--- config.mk ---
export PLATFORM = sky130hd
export DESIGN_NAME = invader_grid_display_flat
export DESIGN_NICKNAME = d
export VERILOG_FILES = /design/src/rtl/invader_grid_display_if.sv /design/src/rtl/invader_grid_display.sv /design/src/flat_wrapper.sv
export SDC_FILE = /design/constraint.sdc
export NUM_CORES = 1
export LEC_CHECK = 0
export ABC_AREA = 1
export BUFFER_PORTS_ARGS = -buffer_cell sky130_fd_sc_hd__buf_2
export CAP_MARGIN = 20
export CORE_ASPECT_RATIO = 1.2
export CORE_UTILIZATION = 56
export CTS_BUF_LIST = sky130_fd_sc_hd__clkbuf_4 sky130_fd_sc_hd__clkbuf_8
export DETAILED_ROUTE_END_ITERATION = 10
export PLACE_DENSITY = 0.8
export SETUP_SLACK_MARGIN = 0.5
export SYNTH_ARGS = -nofsm -noshare
export SYNTH_HDL_FRONTEND = slang
export SYNTH_SLANG_ARGS = --single-unit
--- constraint.sdc ---
create_clock -name clk65MHz -period 14.25 [get_ports clk65MHz]
set_input_delay 2.85 -clock clk65MHz [delete_from_list [all_inputs] [get_ports clk65MHz]]
set_output_delay 2.85 -clock clk65MHz [all_outputs]
set_load 0.02 [all_outputs]
--- src/rtl/invader_grid_display_if.sv ---
// vga_if: VGA pixel-stream bundle passed between the drawing stages.
// Fields: vcount/hcount (11-bit counters), vsync/hsync, vblnk/hblnk, rgb (12-bit).
// Modports: in (stage receives the stream), out (stage drives the stream).
interface vga_if;
    logic [10:0] vcount;
    logic        vsync;
    logic        vblnk;
    logic [10:0] hcount;
    logic        hsync;
    logic        hblnk;
    logic [11:0] rgb;

    modport in  (input  vcount, vsync, vblnk, hcount, hsync, hblnk, rgb);
    modport out (output vcount, vsync, vblnk, hcount, hsync, hblnk, rgb);
endinterface

--- src/rtl/invader_grid_display.sv ---
// invader_grid_display: draws the invader formation onto the VGA stream and
// owns the formation state (alive mask, march position, direction, frame).
// Ports:
//   clk65MHz, rst           pixel clock, synchronous active-high reset
//   vga_in / vga_out        pixel stream in, pixel stream out (3-cycle delay)
//   move_tick               advances the march by one step
//   kill_valid/row/col      clears one invader from the alive mask
//   rgb_pixel / pixel_addr  synchronous sprite ROM data / address
//   row_sel                 row index for per-row sprite selection
//   alive, grid_x, grid_y   formation state
//   all_dead, reached_bottom status flags
module invader_grid_display #(
    parameter int NUM_ROWS       = 5,
    parameter int NUM_COLS       = 10,
    parameter int INVADER_WIDTH  = 64,
    parameter int INVADER_HEIGHT = 48,
    parameter int H_SPACING      = 16,
    parameter int V_SPACING      = 16,
    parameter int X_INIT         = 100,
    parameter int Y_INIT         = 60,
    parameter int STEP_X         = 8,
    parameter int STEP_Y         = 16,
    parameter int X_MIN          = 0,
    parameter int X_MAX          = 1024,  // HOR_PIXELS of the 1024x768 mode
    parameter int Y_LIMIT        = 700
) (
    input  logic                              clk65MHz,
    input  logic                              rst,
    vga_if.in                                 vga_in,
    vga_if.out                                vga_out,
    input  logic                              move_tick,
    input  logic                              kill_valid,
    input  logic [$clog2(NUM_ROWS)-1:0]       kill_row,
    input  logic [$clog2(NUM_COLS)-1:0]       kill_col,
    input  logic [11:0]                       rgb_pixel,
    output logic [12:0]                       pixel_addr,
    output logic [$clog2(NUM_ROWS)-1:0]       row_sel,
    output logic [NUM_ROWS*NUM_COLS-1:0]      alive,
    output logic [10:0]                       grid_x,
    output logic [10:0]                       grid_y,
    output logic                              all_dead,
    output logic                              reached_bottom
);

    localparam int HP = INVADER_WIDTH + H_SPACING;
    localparam int VP = INVADER_HEIGHT + V_SPACING;
    localparam int RW = $clog2(NUM_ROWS);
    localparam int CW = $clog2(NUM_COLS);

    typedef enum logic {RIGHT, LEFT} march_t;

    typedef struct packed {
        logic [10:0] vcount;
        logic        vsync;
        logic        vblnk;
        logic [10:0] hcount;
        logic        hsync;
        logic        hblnk;
        logic [11:0] rgb;
    } vga_t;

    march_t state, state_next;
    logic        frame, frame_next;
    logic [10:0] gx_next, gy_next;
    logic        rb_next;

    logic [NUM_ROWS-1:0][NUM_COLS-1:0] alive_2d, alive_next;
    logic [NUM_COLS-1:0] col_any;
    logic [NUM_ROWS-1:0] row_any;
    logic [CW-1:0] lcol, rcol;
    logic [RW-1:0] brow;
    logic [11:0]   bound_l, bound_r, bound_b;

    assign alive_2d = alive;

    // ---------------------------------------------------------------
    // Kill port: out-of-range indices are dropped, dead bits stay dead.
    // ---------------------------------------------------------------
    always_comb begin
        alive_next = alive_2d;
        if (kill_valid && int'(kill_row) < NUM_ROWS && int'(kill_col) < NUM_COLS)
            alive_next[kill_row][kill_col] = 1'b0;
    end

    // ---------------------------------------------------------------
    // Live bounds from the pre-edge mask.
    // ---------------------------------------------------------------
    always_comb begin
        col_any = '0;
        row_any = '0;
        for (int r = 0; r < NUM_ROWS; r++)
            for (int c = 0; c < NUM_COLS; c++)
                if (alive_2d[r][c]) begin
                    col_any[c] = 1'b1;
                    row_any[r] = 1'b1;
                end
        lcol = '0;
        rcol = '0;
        brow = '0;
        for (int c = NUM_COLS - 1; c >= 0; c--)
            if (col_any[c]) lcol = CW'(c);
        for (int c = 0; c < NUM_COLS; c++)
            if (col_any[c]) rcol = CW'(c);
        for (int r = 0; r < NUM_ROWS; r++)
            if (row_any[r]) brow = RW'(r);
        // 12-bit so the left-edge test cannot wrap below zero
        bound_l = {1'b0, grid_x} + 12'(int'(lcol) * HP);
        bound_r = {1'b0, grid_x} + 12'(int'(rcol) * HP + INVADER_WIDTH);
    end

    // ---------------------------------------------------------------
    // March FSM
    // ---------------------------------------------------------------
    always_comb begin
        state_next = state;
        gx_next    = grid_x;
        gy_next    = grid_y;
        frame_next = frame;
        rb_next    = reached_bottom;
        bound_b    = '0;
        if (move_tick && !all_dead && !reached_bottom) begin
            frame_next = ~frame;
            case (state)
                RIGHT: begin
                    if (bound_r + 12'(STEP_X) > 12'(X_MAX)) begin
                        gy_next    = grid_y + 11'(STEP_Y);
                        state_next = LEFT;
                    end else begin
                        gx_next = grid_x + 11'(STEP_X);
                    end
                end
                LEFT: begin
                    if (bound_l < 12'(X_MIN + STEP_X)) begin
                        gy_next    = grid_y + 11'(STEP_Y);
                        state_next = RIGHT;
                    end else begin
                        gx_next = grid_x - 11'(STEP_X);
                    end
                end
                default: state_next = RIGHT;
            endcase
            // bottom edge judged on the post-update origin
            bound_b = {1'b0, gy_next} + 12'(int'(brow) * VP + INVADER_HEIGHT);
            if (bound_b >= 12'(Y_LIMIT))
                rb_next = 1'b1;
        end
    end

    always_ff @(posedge clk65MHz) begin
        if (rst) begin
            state          <= RIGHT;
            frame          <= 1'b0;
            grid_x         <= 11'(X_INIT);
            grid_y         <= 11'(Y_INIT);
            alive          <= '1;
            all_dead       <= 1'b0;
            reached_bottom <= 1'b0;
        end else begin
            state          <= state_next;
            frame          <= frame_next;
            grid_x         <= gx_next;
            grid_y         <= gy_next;
            alive          <= alive_next;
            all_dead       <= (alive_next == '0);
            reached_bottom <= rb_next;
        end
    end

    // ---------------------------------------------------------------
    // Pixel pipeline, stage 1: locate the cell by compare, no divider.
    // ---------------------------------------------------------------
    vga_t          s0, s1, s2, s3;
    logic [11:0]   rel_h, rel_v;
    logic          col_hit, row_hit, hit;
    logic [CW-1:0] col;
    logic [RW-1:0] row;
    logic [5:0]    rel_x, rel_y;
    logic          hit_s1, hit_s2;

    always_comb begin
        s0.vcount = vga_in.vcount;
        s0.vsync  = vga_in.vsync;
        s0.vblnk  = vga_in.vblnk;
        s0.hcount = vga_in.hcount;
        s0.hsync  = vga_in.hsync;
        s0.hblnk  = vga_in.hblnk;
        s0.rgb    = vga_in.rgb;
    end

    always_comb begin
        rel_h   = {1'b0, vga_in.hcount} - {1'b0, grid_x};
        rel_v   = {1'b0, vga_in.vcount} - {1'b0, grid_y};
        col_hit = 1'b0;
        row_hit = 1'b0;
        col     = '0;
        row     = '0;
        rel_x   = '0;
        rel_y   = '0;
        // each compare window is the sprite box only, so spacing never hits
        if (vga_in.hcount >= grid_x)
            for (int c = 0; c < NUM_COLS; c++)
                if (rel_h >= 12'(c * HP) && rel_h < 12'(c * HP + INVADER_WIDTH)) begin
                    col_hit = 1'b1;
                    col     = CW'(c);
                    rel_x   = 6'(rel_h - 12'(c * HP));
                end
        if (vga_in.vcount >= grid_y)
            for (int r = 0; r < NUM_ROWS; r++)
                if (rel_v >= 12'(r * VP) && rel_v < 12'(r * VP + INVADER_HEIGHT)) begin
                    row_hit = 1'b1;
                    row     = RW'(r);
                    rel_y   = 6'(rel_v - 12'(r * VP));
                end
        hit = col_hit && row_hit && alive_2d[row][col];
    end

    always_ff @(posedge clk65MHz) begin
        if (rst) begin
            s1         <= '0;
            s2         <= '0;
            s3         <= '0;
            hit_s1     <= 1'b0;
            hit_s2     <= 1'b0;
            pixel_addr <= '0;
            row_sel    <= '0;
        end else begin
            s1         <= s0;
            hit_s1     <= hit;
            pixel_addr <= hit ? {frame, rel_y, rel_x} : 13'd0;
            row_sel    <= hit ? row : '0;
            // stage 2: ROM access in flight, carry timing and hit
            s2         <= s1;
            hit_s2     <= hit_s1;
            // stage 3: overlay; black sprite pixels are transparent
            s3         <= s2;
            if (!(s2.hblnk || s2.vblnk || !hit_s2 || rgb_pixel == 12'h000))
                s3.rgb <= rgb_pixel;
        end
    end

    assign vga_out.vcount = s3.vcount;
    assign vga_out.vsync  = s3.vsync;
    assign vga_out.vblnk  = s3.vblnk;
    assign vga_out.hcount = s3.hcount;
    assign vga_out.hsync  = s3.hsync;
    assign vga_out.hblnk  = s3.hblnk;
    assign vga_out.rgb    = s3.rgb;

endmodule
--- src/flat_wrapper.sv ---
// flat-port wrapper written by rule: the top's interface ports become plain ports
module invader_grid_display_flat 
#(
    parameter int NUM_ROWS       = 5,
    parameter int NUM_COLS       = 10,
    parameter int INVADER_WIDTH  = 64,
    parameter int INVADER_HEIGHT = 48,
    parameter int H_SPACING      = 16,
    parameter int V_SPACING      = 16,
    parameter int X_INIT         = 100,
    parameter int Y_INIT         = 60,
    parameter int STEP_X         = 8,
    parameter int STEP_Y         = 16,
    parameter int X_MIN          = 0,
    parameter int X_MAX          = 1024,                                    
    parameter int Y_LIMIT        = 700
)
  (clk65MHz, rst, move_tick, kill_valid, kill_row, kill_col, rgb_pixel, pixel_addr, row_sel, alive, grid_x, grid_y, all_dead, reached_bottom, vga_in_vcount, vga_in_vsync, vga_in_vblnk, vga_in_hcount, vga_in_hsync, vga_in_hblnk, vga_in_rgb, vga_out_vcount, vga_out_vsync, vga_out_vblnk, vga_out_hcount, vga_out_hsync, vga_out_hblnk, vga_out_rgb);
  vga_if vga_in_i ();
  vga_if vga_out_i ();
  input  logic clk65MHz;
  input  logic rst;
  input  logic move_tick;
  input  logic kill_valid;
  input  logic [$clog2(NUM_ROWS)-1:0] kill_row;
  input  logic [$clog2(NUM_COLS)-1:0] kill_col;
  input  logic [11:0] rgb_pixel;
  output logic [12:0] pixel_addr;
  output logic [$clog2(NUM_ROWS)-1:0] row_sel;
  output logic [NUM_ROWS*NUM_COLS-1:0] alive;
  output logic [10:0] grid_x;
  output logic [10:0] grid_y;
  output logic all_dead;
  output logic reached_bottom;
  input wire logic [$bits(vga_in_i.vcount)-1:0] vga_in_vcount;
  input wire logic [$bits(vga_in_i.vsync)-1:0] vga_in_vsync;
  input wire logic [$bits(vga_in_i.vblnk)-1:0] vga_in_vblnk;
  input wire logic [$bits(vga_in_i.hcount)-1:0] vga_in_hcount;
  input wire logic [$bits(vga_in_i.hsync)-1:0] vga_in_hsync;
  input wire logic [$bits(vga_in_i.hblnk)-1:0] vga_in_hblnk;
  input wire logic [$bits(vga_in_i.rgb)-1:0] vga_in_rgb;
  output wire logic [$bits(vga_out_i.vcount)-1:0] vga_out_vcount;
  output wire logic [$bits(vga_out_i.vsync)-1:0] vga_out_vsync;
  output wire logic [$bits(vga_out_i.vblnk)-1:0] vga_out_vblnk;
  output wire logic [$bits(vga_out_i.hcount)-1:0] vga_out_hcount;
  output wire logic [$bits(vga_out_i.hsync)-1:0] vga_out_hsync;
  output wire logic [$bits(vga_out_i.hblnk)-1:0] vga_out_hblnk;
  output wire logic [$bits(vga_out_i.rgb)-1:0] vga_out_rgb;
  assign vga_in_i.vcount = vga_in_vcount;
  assign vga_in_i.vsync = vga_in_vsync;
  assign vga_in_i.vblnk = vga_in_vblnk;
  assign vga_in_i.hcount = vga_in_hcount;
  assign vga_in_i.hsync = vga_in_hsync;
  assign vga_in_i.hblnk = vga_in_hblnk;
  assign vga_in_i.rgb = vga_in_rgb;
  assign vga_out_vcount = vga_out_i.vcount;
  assign vga_out_vsync = vga_out_i.vsync;
  assign vga_out_vblnk = vga_out_i.vblnk;
  assign vga_out_hcount = vga_out_i.hcount;
  assign vga_out_hsync = vga_out_i.hsync;
  assign vga_out_hblnk = vga_out_i.hblnk;
  assign vga_out_rgb = vga_out_i.rgb;
  invader_grid_display #(.NUM_ROWS(NUM_ROWS), .NUM_COLS(NUM_COLS), .INVADER_WIDTH(INVADER_WIDTH), .INVADER_HEIGHT(INVADER_HEIGHT), .H_SPACING(H_SPACING), .V_SPACING(V_SPACING), .X_INIT(X_INIT), .Y_INIT(Y_INIT), .STEP_X(STEP_X), .STEP_Y(STEP_Y), .X_MIN(X_MIN), .X_MAX(X_MAX), .Y_LIMIT(Y_LIMIT)) u_core (.clk65MHz(clk65MHz), .rst(rst), .vga_in(vga_in_i), .vga_out(vga_out_i), .move_tick(move_tick), .kill_valid(kill_valid), .kill_row(kill_row), .kill_col(kill_col), .rgb_pixel(rgb_pixel), .pixel_addr(pixel_addr), .row_sel(row_sel), .alive(alive), .grid_x(grid_x), .grid_y(grid_y), .all_dead(all_dead), .reached_bottom(reached_bottom));
endmodule
After elaboration in Yosys (flattened, before gate mapping) --
Index checks and enable logic that the tools add are counted.
Word-level totals: bits in registers 208, input bits 61, output and inout port bits 128, word-level logic and storage cells 328
Cells by class: add/subtract/negate cells 24, $mul 2, magnitude comparators 43, equal/unequal tests 2, multiplexer cells 180, bitwise gates (word level) 7, reductions and logical operators 36
Operators with widths (count):
- 1-bit two-way mux | 115
- 6-bit two-way mux | 15
- 4-bit two-way mux | 15
- 11-bit two-way mux | 5
- 50-bit bitwise AND | 1
- 50-bit logical NOT | 1
- 50-bit two-way mux | 1
- 50-bit NOT | 1
- 12-bit by 10-bit greater-or-equal comparator with 1-bit output (second input constant) | 4
- 12-bit by 8-bit greater-or-equal comparator with 1-bit output (second input constant) | 4
- 12-bit by 9-bit greater-or-equal comparator with 1-bit output (second input constant) | 4
- 12-bit by 10-bit less-than comparator with 1-bit output (second input constant) | 4
- 12-bit by 8-bit less-than comparator with 1-bit output (second input constant) | 4
- 12-bit by 9-bit less-than comparator with 1-bit output (second input constant) | 4
- 11-bit one-hot mux with 2 select lines | 2
- 11-bit by 12-bit adder with 12-bit output | 3
- 6-bit by 1-bit subtractor with 6-bit output (second input constant) | 6
- 3-bit two-way mux | 11
- 10-bit binary-select mux with 3-bit select | 1
- 10-bit demux with 3-bit select | 1
- 12-bit by 1-bit greater-or-equal comparator with 1-bit output (second input constant) | 2
- 12-bit by 7-bit greater-or-equal comparator with 1-bit output (second input constant) | 2
- 12-bit by 7-bit less-than comparator with 1-bit output (second input constant) | 2
- 11-bit by 11-bit subtractor with 12-bit output | 2
- other kinds (35) | 84

Logic depth before layout (Yosys ltp) --
depth after elaboration 25, gate-level depth with buffers 36

Worst setup path after synthesis --
Ideal clock, no wire load.
kind input-to-reg, start point input vga_in_hcount[4], end point register u_core.row_sel[1], setup time 0.122 ns, data arrival time 5.328 ns, data required time 14.128 ns, path slack 8.800 ns, stages 21, cell sequence ha_1 -> nand2_1 -> nand3_1 -> xnor2_1 -> inv_1 -> ha_1 -> inv_1 -> nand3_1 -> a21oi_1 -> nand2_1 -> nand3_1 -> nand2_2 -> nand2_2 -> nor2_4 -> nand2_1 -> nand3_2 -> nand3_2 -> nand3_2 -> nand2_4 -> buf_6 -> nor2_2
On the way: cells in the longest elaborated chain, start to end 18
Ends and longest elaborated chain:
- from (decl) | RTL line flat_wrapper.sv:38 | input wire logic [$bits(vga_in_i.hcount)-1:0] vga_in_hcount;
- 11-bit by 11-bit subtractor with 12-bit output | RTL line invader_grid_display.sv:191 | rel_h = {1'b0, vga_in.hcount} - {1'b0, grid_x};
- 12-bit by 7-bit greater-or-equal comparator with 1-bit output (tied with other cells) | RTL line invader_grid_display.sv:202 | if (rel_h >= 12'(c * HP) && rel_h < 12'(c * HP + INVADER_WIDTH)) begin
- 1-bit logical AND | RTL line invader_grid_display.sv:202
- 1-bit two-way mux | RTL line invader_grid_display.sv:202
- 2-bit two-way mux or 1-bit two-way mux (tied branches) (2 in series) | RTL line invader_grid_display.sv:202
- 3-bit two-way mux or 1-bit two-way mux (tied branches) (4 in series) | RTL line invader_grid_display.sv:202
- 4-bit two-way mux or 1-bit two-way mux (tied branches) (2 in series) | RTL line invader_grid_display.sv:202
- 4-bit two-way mux or 1-bit two-way mux (tied branches) | RTL line invader_grid_display.sv:200, invader_grid_display.sv:202
- 1-bit binary-select mux with 4-bit select or 1-bit two-way mux (tied branches) | RTL line invader_grid_display.sv:214, invader_grid_display.sv:200
- 1-bit two-way mux (not written as such) or 1-bit logical AND (tied branches) | RTL line invader_grid_display.sv:214 | hit = col_hit && row_hit && alive_2d[row][col];
- 1-bit logical AND (*) | RTL line invader_grid_display.sv:214
- 1-bit NOT (no source line) (*)
- 2-bit OR reduction (no source line) (*)
- to (signal assigned) | RTL line invader_grid_display.sv:230 | row_sel <= hit ? row : '0;
- to (decl) | RTL line invader_grid_display.sv:37 | output logic [$clog2(NUM_ROWS)-1:0] row_sel,
Mark *: on every way between the ends. The rest lies on a longest branch, timed or not. The select of a mux whose other input is x is not followed. A chain may end at the register's enable or synchronous reset.

Worst setup path in the final report --
start point input vga_in_vcount[5], end point register u_core.row_sel[2]
On the way: cells in the longest elaborated chain, start to end 15
Ends and longest elaborated chain:
- from (decl) | RTL line flat_wrapper.sv:35 | input wire logic [$bits(vga_in_i.vcount)-1:0] vga_in_vcount;
- 11-bit by 11-bit subtractor with 12-bit output | RTL line invader_grid_display.sv:192 | rel_v = {1'b0, vga_in.vcount} - {1'b0, grid_y};
- 12-bit by 7-bit greater-or-equal comparator with 1-bit output or 12-bit by 7-bit less-than comparator with 1-bit output (tied branches) | RTL line invader_grid_display.sv:209 | if (rel_v >= 12'(r * VP) && rel_v < 12'(r * VP + INVADER_HEIGHT)) begin
- 1-bit logical AND | RTL line invader_grid_display.sv:209
- 1-bit two-way mux | RTL line invader_grid_display.sv:209
- 2-bit two-way mux (2 in series) | RTL line invader_grid_display.sv:209
- 3-bit two-way mux | RTL line invader_grid_display.sv:209
- 3-bit two-way mux | RTL line invader_grid_display.sv:207 | if (vga_in.vcount >= grid_y)
- 10-bit binary-select mux with 3-bit select | RTL line invader_grid_display.sv:214
- 10-bit two-way mux (not written as such) | RTL line invader_grid_display.sv:214
- 1-bit binary-select mux with 4-bit select | RTL line invader_grid_display.sv:214
- 1-bit two-way mux (not written as such) | RTL line invader_grid_display.sv:214
- 1-bit logical AND | RTL line invader_grid_display.sv:214
- 1-bit NOT (no source line)
- 2-bit OR reduction (no source line)
Parallel ways exist; a longest one is shown, timed or not. The select of a mux whose other input is x is not followed.

==> results.py <==
metrics = {
    "placed_design": {
        "dpl.hpwl_mm": 22.3,
        "gp_congestion": 1.11,
        "preCtsSetupSlack_ps": 7820,
        "port_buffers": 181,
    },
    "setup_path": {
        "cp-end-kind": "flop",
        "cp.arrival_ps": 6430,
        "worst-path-buf-inv": 1,
        "path_cells": "buf_2 > ha_1 > a21oi_1 > nand2_1 > xor2_1 > nand3_2 > nand2_1 > nand3_1 > nand3_1 > o21ai_0 > nand2_1 > nand3_1 > nand3_1 > nand3_2 > nand2_4 > nor2_1",
        "crit_family": "simple AND/OR/NAND/NOR gates",
        "worstPathRequired_ps": 14660,
        "timing.rr.start": "u_core.alive[28]",
        "path_depth": 16,
        "startpoint": "vga_in_vcount[5]",
        "cp_slowest_cell": "xor2_1",
        "rr_worst_depth": 33,
        "start_kind": "primary input",
        "critPathKind": "in -> reg",
        "slowest_delay_ps": 840,
        "rr_endpoint": "u_core.reached_bottom",
        "path_max_fanout": 29,
        "critPathMostFrequentCell": "nand3_1",
        "r2r_slack_ps": 8560,
    },
    "cts": {
        "cts_root_buf": "clkbuf_8",
        "cts_buffers": 30,
        "worstSkewPairLatency_ps": 570,
        "clkTransAtPathRegs_ps": 70,
        "post_cts_buffers": 0,
        "numClockSinks": 201,
        "htree_levels": 1,
        "cts_tree": "done",
        "hold_buffers": 0,
        "post_cts_resized": 0,
        "ctsLongestPathBuffers": 3,
    },
    "power_and_ir_drop": {
        "p_int_uw": 1100,
        "leakage_uw": 0.00625,
        "p_switching_uw": 739,
        "comb_power_share_pct": 39.2,
        "clkPwrFrac_pct": 26.8,
        "pwr-share-seq_pct": 34.0,
        "ir_drop_uv": 101,
        "power_density_nw_per_um2": 154,
        "swShare_pct": 40.2,
    },
    "logic_synthesis": {
        "avgSynthCellArea_um2": 7.03,
        "synthCells": 1469,
        "netlist_area_um2": 10300,
        "synth_warnings": 0,
        "synth_top_family_by_area": "simple AND/OR/NAND/NOR gates",
        "async_flop_share_pct": 0,
        "synth-compound-area-share_pct": 9.67,
        "synthDistinctLibCells": 42,
        "synthAdderAreaFrac_pct": 8.24,
        "ys_seq_elements": 201,
        "synth-edff-count": 0,
        "synthFlopType": "dfxtp_1",
        "yosys.area_share.simple_pct": 29.1,
        "synth_xor_area_share_pct": 1.60,
        "synth_mux_area_share_pct": 0,
        "seq_area_frac_synth_pct": 39.0,
    },
    "finish": {
        "synthToLayoutAreaGrowth_pct": 15.9,
        "drive_above_1_share_pct": 18.1,
        "fin_nets": 1772,
        "diodes": 0,
    },
    "timing": {
        "worst_slew_pin_slew_ps": 1070,
        "max_freq_mhz": 166,
        "rsz0062_at_grt": "false",
        "setup_violations": 0,
        "hold_viol": 0,
        "slew_headroom_pct": 28.5,
        "slew_violations": 0,
        "hold_ws_ps": 400,
        "period_minus_slack_ps": 6020,
        "fin_setup_tns_ps": 0,
        "fin_ws_ps": 8230,
        "finClkSkew_ps": 22.7,
        "finalCritPeriodShare_pct": 42.3,
    },
    "drt": {
        "drc": 0,
        "dr.pass1.iters": 6,
        "wl_per_cell_um": 15.5,
        "drt_iter0_markers": 631,
        "vias": 10000,
        "wl_mm": 29.3,
        "via_per_inst": 5.29,
        "ant_nets": 0,
    },
    "global_route": {
        "antenna_found_initial": 0,
        "grt_use_total_pct": 30.9,
        "grt_overflow": 0,
        "grt_first_pass_wirelength_mm": 46.1,
        "first_global_vias": 9286,
        "grt_max_degree": 109,
    },
    "floorplanning": {
        "die_y_um": 151,
        "dieArea_um2": 19000,
        "start_util_pct": 57.0,
        "rows": 54,
        "ios": 189,
        "chipWidth_um": 126,
        "core-area_um2": 18100,
    },
    "outcome": {
        "status": "completed",
    },
    "flow_run": {
        "drv_cap": 0,
    },
    "worst_hold_path": {
        "min_path_type": "reg -> reg",
        "hp-start": "u_core.s1[9]",
        "holdPathStages": 2,
        "whs_endpoint": "u_core.s2[9]",
    },
}
==> tightest hold or removal path: stages (launching register included) <==
cell and delay [ps]:
dfxtp_1 290, inv_1 40, nor2_1 30
==> per-stage QoR <==
stage | total power [µW] | std cells | area (µm²) | util (%)
after floorplan | 1180 | 1474 | 10300 | -
after global placement | 1330 | 1838 | 11300 | 62.5
after detailed placement | 1340 | 1838 | 11300 | 62.5
after CTS | 1840 | 1892 | 12000 | 66.1
after global routing | 1970 | 1892 | 12000 | 66.1
final | 1840 | 1892 | 12000 | 66.1
==> metal layers <==
metal  GRT usage [%]  vias up  part of all wire [%]
met3            4.87      105                   7.5
li1                -     4954                     -
met5               0        -                     0
met1            34.1     4492                    38
met4            17.0        0                   5.5
met2            56.6      450                    49
==> logic make-up (layout without fill, tap and decap cells) <==
family / count (synthesis) / count (layout)
AND/OR/NAND/NOR: 677 / 677
buffers and inverters: 325 / 519
flip-flops: 201 / 201
AO/OA/AOI/OAI: 181 / 181
adder cells (fa/ha/maj): 65 / 65
XOR/XNOR: 18 / 18
other: 2 / 7
==> worst max path at each step <==
stage                                  endpoint  slack, ps
final                         u_core.row_sel[2]       8230
after global routing      u_core.reached_bottom       7870
after CTS                     u_core.row_sel[2]       8430
after detailed placement      u_core.row_sel[2]       7820
after global placement        u_core.row_sel[2]       7900
after floorplan               u_core.row_sel[1]       8800
==> layout make-up <==
cell class	instances	area [µm²]
tap	224	280
fill	1610	6140
clock inverter	7	63.8
sequential	201	4020
inverter	282	1060
timing repair buffer	183	923
clock buffer	47	578
multi-input combinational	948	5040
==> cell usage after synthesis, types with 3 or more instances <==
master	n	area, µm²
a21oi_1	65	325
xor2_1	14	123
nor2_2	15	93.8
xnor2_1	3	26.3
buf_2	4	20.0
dfxtp_1	201	4020
fa_1	5	100
o211ai_1	11	82.6
ha_1	60	751
o21bai_1	4	30.0
o21ai_0	76	380
o21ai_1	3	15.0
nand2_4	3	33.8
o21ai_2	3	26.3
nand3_2	7	70.1
inv_1	278	1040
or2_2	18	113
nand2_2	11	68.8
nand2_1	252	946
nor3_1	18	90.1
nor4_1	12	75.1
nand4_1	34	213
inv_2	3	11.3
clkbuf_1	28	105
nor2_1	218	818
nand3_1	83	415
a31oi_1	7	43.8
buf_6	3	33.8
o31ai_1	6	45.0
buf_4	8	60.1
==> sequential cells by signal, indices dropped and copies added, names as in the netlist, 3 cells and up <==
signal and flops:
u_core.vga_out.hcount 11, u_core.vga_out.vcount 11, u_core.vga_out.rgb 12, u_core.alive 50
u_core.pixel_addr 13, u_core.grid_x 8, u_core.s1 38, u_core.grid_y 7
u_core.s2 38, u_core.row_sel 3
==> cells in the final DEF, fill, tap and decap left out, drive strengths merged, types with 11 or more instances in the layout <==
master | synthesis | layout
inv | 281 | 282
clkbuf | 28 | 47
a21oi | 66 | 66
o211ai | 11 | 11
nand3 | 90 | 90
nand4 | 34 | 34
dfxtp | 201 | 201
buf | 15 | 183
ha | 60 | 60
xor2 | 14 | 14
nor4 | 12 | 12
o21ai | 82 | 82
nor2 | 235 | 235
nor3 | 19 | 19
or2 | 18 | 18
nand2 | 266 | 266
==> power groups by stage <==
stage / logic [µW] / registers, µW / clock network, µW
finish: 720 / 626 / 492
global route: 816 / 630 / 527
CTS: 714 / 625 / 501
detailed placement: 707 / 638 / 0
global placement: 691 / 637 / 0
floorplan: 535 / 649 / 0
(Power assumes the default switching activity.)
